<file path="src/rtl/rf_wb_arbiter_if.sv">
// Writeback bundle: reservations, two writeback requesters, register-file write port, RAW queries.
// Latency: none, wires only.
// Backpressure: each channel is valid/ready; the arbiter drives ready.
interface rf_wb_arbiter_if #(
    parameter int DATA_W = 32,
    parameter int ADDR_W = 5
);
    // Issue-stage reservation of a destination register
    logic              rsv_valid;
    logic [ADDR_W-1:0] rsv_addr;

    // ch0: ALU writeback
    logic              ch0_valid;
    logic [ADDR_W-1:0] ch0_addr;
    logic [DATA_W-1:0] ch0_data;
    logic              ch0_ready;

    // ch1: load writeback
    logic              ch1_valid;
    logic [ADDR_W-1:0] ch1_addr;
    logic [DATA_W-1:0] ch1_data;
    logic              ch1_ready;

    // Register-file write port
    logic [ADDR_W-1:0] rf_addr_rd;
    logic [DATA_W-1:0] rf_data_rd;
    logic              rf_write_enable;

    // Hazard queries and status
    logic [ADDR_W-1:0] query_rs1;
    logic [ADDR_W-1:0] query_rs2;
    logic              busy_rs1;
    logic              busy_rs2;
    logic              err_unreserved;
    logic              idle;

    // Arbiter side
    modport slave (
        input  rsv_valid, rsv_addr,
        input  ch0_valid, ch0_addr, ch0_data,
        output ch0_ready,
        input  ch1_valid, ch1_addr, ch1_data,
        output ch1_ready,
        output rf_addr_rd, rf_data_rd, rf_write_enable,
        input  query_rs1, query_rs2,
        output busy_rs1, busy_rs2, err_unreserved, idle
    );

    // Pipeline / issue side
    modport master (
        output rsv_valid, rsv_addr,
        output ch0_valid, ch0_addr, ch0_data,
        input  ch0_ready,
        output ch1_valid, ch1_addr, ch1_data,
        input  ch1_ready,
        input  rf_addr_rd, rf_data_rd, rf_write_enable,
        output query_rs1, query_rs2,
        input  busy_rs1, busy_rs2, err_unreserved, idle
    );
endinterface

</file>
<file path="src/rtl/rf_wb_arbiter.sv">
// Round-robin owner of the register-file write port, plus a pending-write scoreboard for RAW stalls.
// Latency: a request accepted at edge N is written by the register file at edge N+1; one write per cycle.
// Backpressure: ready is combinational; the losing channel holds valid until it is granted.
module rf_wb_arbiter #(
    parameter int DATA_W = 32,
    parameter int ADDR_W = 5
) (
    input  logic            clk,
    input  logic            rst,
    rf_wb_arbiter_if.slave  bus
);
    localparam int NUM_REGS = 2**ADDR_W;

    typedef struct packed {
        logic [ADDR_W-1:0] addr;
        logic [DATA_W-1:0] data;
    } wb_req_t;

    logic                rr_last;      // index of the most recently granted channel
    logic                gnt0;
    logic                gnt1;
    wb_req_t             sel_req;
    wb_req_t             out_req;
    logic                out_we;
    logic [NUM_REGS-1:0] sb_q;
    logic [NUM_REGS-1:0] sb_d;
    logic                err_q;
    logic                err_d;
    logic                rsv_set;

    // Grant: a lone requester wins; under contention the channel not granted last wins.
    always_comb begin
        gnt0 = 1'b0;
        gnt1 = 1'b0;
        if (!rst) begin
            if (bus.ch0_valid && (!bus.ch1_valid || rr_last)) begin
                gnt0 = 1'b1;
            end else if (bus.ch1_valid) begin
                gnt1 = 1'b1;
            end
        end
    end

    // Mux the granted channel into the request struct
    always_comb begin
        sel_req = '{addr: bus.ch0_addr, data: bus.ch0_data};
        if (gnt1) begin
            sel_req = '{addr: bus.ch1_addr, data: bus.ch1_data};
        end
    end

    assign bus.ch0_ready = gnt0;
    assign bus.ch1_ready = gnt1;

    // Round-robin pointer; reset to 1 so ch0 wins the first contention
    always_ff @(posedge clk) begin
        if (rst) begin
            rr_last <= 1'b1;
        end else if (gnt0) begin
            rr_last <= 1'b0;
        end else if (gnt1) begin
            rr_last <= 1'b1;
        end
    end

    // Output register: address/data hold when idle, x0 writes are swallowed by dropping the enable
    always_ff @(posedge clk) begin
        if (rst) begin
            out_req <= '0;
            out_we  <= 1'b0;
        end else if (gnt0 || gnt1) begin
            out_req <= sel_req;
            out_we  <= (sel_req.addr != '0);
        end else begin
            out_we  <= 1'b0;
        end
    end

    assign bus.rf_addr_rd      = out_req.addr;
    assign bus.rf_data_rd      = out_req.data;
    assign bus.rf_write_enable = out_we;

    assign rsv_set = bus.rsv_valid && (bus.rsv_addr != '0);

    // Scoreboard next state: clear on commit, then a same-cycle reservation re-sets the bit
    always_comb begin
        sb_d = sb_q;
        if (out_we) begin
            sb_d[out_req.addr] = 1'b0;
        end
        if (rsv_set) begin
            sb_d[bus.rsv_addr] = 1'b1;
        end
        sb_d[0] = 1'b0;
    end

    // Sticky flag for a commit to a register nobody reserved
    always_comb begin
        err_d = err_q;
        if (out_we && (out_req.addr != '0) && !sb_q[out_req.addr] &&
            !(rsv_set && (bus.rsv_addr == out_req.addr))) begin
            err_d = 1'b1;
        end
    end

    // Scoreboard and error flag state
    always_ff @(posedge clk) begin
        if (rst) begin
            sb_q  <= '0;
            err_q <= 1'b0;
        end else begin
            sb_q  <= sb_d;
            err_q <= err_d;
        end
    end

    assign bus.busy_rs1       = sb_q[bus.query_rs1];
    assign bus.busy_rs2       = sb_q[bus.query_rs2];
    assign bus.err_unreserved = err_q;
    assign bus.idle           = (sb_q == '0) && !out_we;
endmodule

</file>
<file path="src/flat_wrapper.sv">
// flat-port wrapper written by rule: the top's interface ports become plain ports
module rf_wb_arbiter_flat 
#(
    parameter int DATA_W = 32,
    parameter int ADDR_W = 5
)
  (clk, rst, bus_rsv_valid, bus_rsv_addr, bus_ch0_valid, bus_ch0_addr, bus_ch0_data, bus_ch0_ready, bus_ch1_valid, bus_ch1_addr, bus_ch1_data, bus_ch1_ready, bus_rf_addr_rd, bus_rf_data_rd, bus_rf_write_enable, bus_query_rs1, bus_query_rs2, bus_busy_rs1, bus_busy_rs2, bus_err_unreserved, bus_idle);
  rf_wb_arbiter_if #(.DATA_W(DATA_W), .ADDR_W(ADDR_W)) bus_i ();
  input  logic clk;
  input  logic rst;
  input wire logic [$bits(bus_i.rsv_valid)-1:0] bus_rsv_valid;
  input wire logic [$bits(bus_i.rsv_addr)-1:0] bus_rsv_addr;
  input wire logic [$bits(bus_i.ch0_valid)-1:0] bus_ch0_valid;
  input wire logic [$bits(bus_i.ch0_addr)-1:0] bus_ch0_addr;
  input wire logic [$bits(bus_i.ch0_data)-1:0] bus_ch0_data;
  output wire logic [$bits(bus_i.ch0_ready)-1:0] bus_ch0_ready;
  input wire logic [$bits(bus_i.ch1_valid)-1:0] bus_ch1_valid;
  input wire logic [$bits(bus_i.ch1_addr)-1:0] bus_ch1_addr;
  input wire logic [$bits(bus_i.ch1_data)-1:0] bus_ch1_data;
  output wire logic [$bits(bus_i.ch1_ready)-1:0] bus_ch1_ready;
  output wire logic [$bits(bus_i.rf_addr_rd)-1:0] bus_rf_addr_rd;
  output wire logic [$bits(bus_i.rf_data_rd)-1:0] bus_rf_data_rd;
  output wire logic [$bits(bus_i.rf_write_enable)-1:0] bus_rf_write_enable;
  input wire logic [$bits(bus_i.query_rs1)-1:0] bus_query_rs1;
  input wire logic [$bits(bus_i.query_rs2)-1:0] bus_query_rs2;
  output wire logic [$bits(bus_i.busy_rs1)-1:0] bus_busy_rs1;
  output wire logic [$bits(bus_i.busy_rs2)-1:0] bus_busy_rs2;
  output wire logic [$bits(bus_i.err_unreserved)-1:0] bus_err_unreserved;
  output wire logic [$bits(bus_i.idle)-1:0] bus_idle;
  assign bus_i.rsv_valid = bus_rsv_valid;
  assign bus_i.rsv_addr = bus_rsv_addr;
  assign bus_i.ch0_valid = bus_ch0_valid;
  assign bus_i.ch0_addr = bus_ch0_addr;
  assign bus_i.ch0_data = bus_ch0_data;
  assign bus_ch0_ready = bus_i.ch0_ready;
  assign bus_i.ch1_valid = bus_ch1_valid;
  assign bus_i.ch1_addr = bus_ch1_addr;
  assign bus_i.ch1_data = bus_ch1_data;
  assign bus_ch1_ready = bus_i.ch1_ready;
  assign bus_rf_addr_rd = bus_i.rf_addr_rd;
  assign bus_rf_data_rd = bus_i.rf_data_rd;
  assign bus_rf_write_enable = bus_i.rf_write_enable;
  assign bus_i.query_rs1 = bus_query_rs1;
  assign bus_i.query_rs2 = bus_query_rs2;
  assign bus_busy_rs1 = bus_i.busy_rs1;
  assign bus_busy_rs2 = bus_i.busy_rs2;
  assign bus_err_unreserved = bus_i.err_unreserved;
  assign bus_idle = bus_i.idle;
  rf_wb_arbiter #(.DATA_W(DATA_W), .ADDR_W(ADDR_W)) u_core (.clk(clk), .rst(rst), .bus(bus_i));
endmodule
</file>
<file path="config.mk">
export PLATFORM = sky130hd
export DESIGN_NAME = rf_wb_arbiter_flat
export DESIGN_NICKNAME = d
export VERILOG_FILES = /design/src/rtl/rf_wb_arbiter_if.sv /design/src/rtl/rf_wb_arbiter.sv /design/src/flat_wrapper.sv
export SDC_FILE = /design/constraint.sdc
export NUM_CORES = 1
export LEC_CHECK = 0
export BUFFER_PORTS_ARGS = -buffer_cell sky130_fd_sc_hd__buf_2
export CAP_MARGIN = 10
export CELL_PAD_IN_SITES_DETAIL_PLACEMENT = 1
export CELL_PAD_IN_SITES_GLOBAL_PLACEMENT = 1
export CORE_MARGIN = 1.5
export CORE_UTILIZATION = 39
export DETAILED_ROUTE_END_ITERATION = 10
export PLACE_DENSITY_LB_ADDON = 0.1
export SETUP_SLACK_MARGIN = 0.3
export SLEW_MARGIN = 25
export SYNTH_ARGS = -nofsm -noshare
export SYNTH_HDL_FRONTEND = slang
export SYNTH_SLANG_ARGS = --single-unit
</file>
<file path="constraint.sdc">
create_clock -name clk -period 2.7 [get_ports clk]
set_input_delay 0 -clock clk [delete_from_list [all_inputs] [get_ports clk]]
set_output_delay 0 -clock clk [all_outputs]
set_load 0.05 [all_outputs]
</file>
==> metrics.txt <==
routed wire length=about 17000 um; top post-synthesis cells by area=dfxtp_1 36%, mux4_2 13%, mux2i_1 9.2%; total gr overflow=0; asr flop ratio synth=0%; Clock Path Buffers=2; largest net degree at the start of global routing=69; drt pass-1 iters=4; leak pwr=between 2 and 2.5 nW; initial antenna violation count=0; Tightest Pin Transition=between 0.7 and 0.8 ns; YS warnings=0; routed length per instance=~22 um; crit start category=flip-flop; Avg Vias per Cell=between 5 and 6; fmax=around 0.44 GHz; iteration-0 DRC count of the detailed router=around 200; DIE WIDTH=around 100 um; vias=4440; Layout area overhead=44.6%; CP peak stage delay=roughly 0.60 ns; root buf cell=clkbuf_8; Fill cells=1160; sequential fraction of the synthesis area=a little over a third; Synth Flop Type=dfxtp_1; top cell type's share of synthesized area=between 30 and 40%; syn nets=about 540; # IOs=around 140; gr usage total=approximately 32%; core region area=just under 10000 um^2; Reg clk slew, reported paths=roughly 0.090 ns; Post-Syn Instances=~440; Slew Viols, Final=0; RSZ-0062 raised after global routing=false; count leader, synth=dfxtp_1; Die Height=103 um; total die area=between 10000 and 15000 um^2; CP cell instances=nand2b_1 > and3_2 > buf_12 > mux2i_1 > a211oi_1 > dlygate4sd3_1; flops & latches, synth=slightly above 70; CP Class=reg2reg; hold crit path type=in2reg; # diodes=0; Cell Int Power=between 1.5 and 2 mW; fin crit share=a little under nine tenths; # rows=36; Final ANT Viol Nets=0; Critical Path Fanout Max=32; cell taking the most area after synthesis=dfxtp_1; switching share of power=between 30 and 40%; Clk pwr share=between 30% and 40%; Critical Path End Type=flip-flop; Arr. time, crit path=between 2 and 3 ns; syn_area_per_cell=slightly below 9 um^2; cell area after synthesis=3920 um^2; Post-route DRC=0; setup TNS=0 ns; worst skew pair latency=0.35 ns; endpoints failing hold=0; Max Cap Viol=0; Final min period=2.30 ns; CTS tree=done; peak supply drop=about 0.3 mV; status=finished clean; Net Switching=0.984 mW; # setup viols final=0; RePlAce Congestion=around 0.87; final cell count without fillers=just under 800; vias in the first global route=~4800; # nets final=~730; relative slew slack=47.1%; slowest CP cell=dlygate4sd3_1; Synth top cells by count=71 x dfxtp_1, 52 x nand2_1, 45 x o21ai_0, 38 x nor2_1, 37 x a21oi_1; Final Skew=0.0118 ns; Top Family by Delay on Critical Path=buffers and inverters; EDFF count, synth=0; first-pass GRT wire length=between 20000 and 30000 um; input/output buffers=137; Gate power share=about a quarter; Pwr Density=around 520 nW/um^2; H-tree levels=3; Sink Count=71; Reg power frac=~40%; Num CTS Buffers=9; DP Cell Count=roughly 680; WP buf/inv=2; starting density of the core=between 40% and 50%; Worst EP required=2.93 ns; library cells used by synthesis=32; share of layout cells above drive strength 1=approximately 30%; DPL Wire Length=between 9000 and 10000 um
[cells in the final DEF, fill, tap and decap left out, types with 9 or more instances in the layout]
master         netlist  layout
mux2i_1             36      36
clkbuf_8             0      11
a211oi_1            32      32
a21oi_1             37      37
nor3b_1             11      11
o21ai_0             45      45
nor2_1              38      38
dlygate4sd3_1        0      74
mux4_2              22      22
dfxtp_1             71      71
nor4_1               9       9
nand2_1             52      52
buf_2                7     137
[logic make-up (layout without fill, tap and decap cells)]
group	Yosys count	count (layout)	synth area share, %
simple gates	141	141	17.4
compound gates	122	122	18.2
flops	71	71	36.2
mux	63	63	23.2
buf+inv	40	238	4.05
xor+xnor	4	4	0.893
[worst paths after layout]
check,startpoint,endpoint,slack (ns),cells after the start
max reg2reg,u_core.rr_last,u_core.bus.rf_addr_rd[2],0.40,6
min reg2reg,u_core.bus.err_unreserved,u_core.bus.err_unreserved,0.52,1
max,u_core.rr_last,u_core.bus.rf_addr_rd[2],0.40,6
min,bus_ch0_addr[1],u_core.bus.rf_addr_rd[1],0.03,3
[flip-flops by register name (all words and copies together) (netlist names)]
| register | count |
|---|---|
| u_core.bus.rf_data_rd | 32 |
| u_core.bus.rf_addr_rd | 5 |
| u_core.sb_q | 31 |
| u_core.bus.rf_write_enable | 1 |
| u_core.rr_last | 1 |
| u_core.bus.err_unreserved | 1 |
[metrics by stage]
step | power, mW | area (um^2) | util, % | setup slack, ns | hold slack [ns]
floorplan | 1.61 | 3920 | - | 0.692 | 0.109
global placement | 1.80 | 4700 | 48.1 | 0.778 | 0.193
detailed placement | 1.81 | 4700 | 48.1 | 0.730 | 0.203
CTS | 2.92 | 5670 | 58.0 | 0.416 | 0.000580
global route | 3.07 | 5680 | 58.1 | 0.306 | 0.0416
finish | 2.96 | 5680 | 58.1 | 0.404 | 0.0343
[power groups by stage]
stage / sequential, mW / combinational [mW] / clock [mW]
detailed placement: 1.19 / 0.622 / 0
CTS: 1.17 / 0.728 / 1.03
global route: 1.18 / 0.802 / 1.08
floorplan: 1.34 / 0.267 / 0
global placement: 1.19 / 0.610 / 0
finish: 1.18 / 0.762 / 1.02
[layout make-up]
class | count | area [um^2] | share of cell area [%]
Clock buffer | 11 | 151 | 2.67
Clock inverter | 5 | 80.1 | 1.41
Inverter | 5 | 18.8 | 0.331
Multi-Input combinational cell | 330 | 2350 | 41.4
Sequential cell | 71 | 1420 | 25.0
Tap cell | 133 | 166 | 2.93
Timing Repair Buffer | 217 | 1490 | 26.2
[tightest hold or removal path, stage by stage]
cell      delay, ns
buf_2          0.11
mux2i_1        0.14
a211oi_1       0.09
[metal layers]
layer	GRT usage, %	part of all wire (%)
met5	0	0
met4	16.8	3.8
met3	6.12	5.7
met2	57.8	52
met1	36.9	39
[timing repair]
| item | CTS | global route |
|---|---|---|
| hold endpoints to repair | 39 | 0 |
| gates resized for setup | 0 | 1 |
| hold buffers | 74 | 0 |
| endpoints found under the setup margin | 0 | 6 |
| setup buffers | 0 | 0 |
Power figures use the tool's default switching activity.
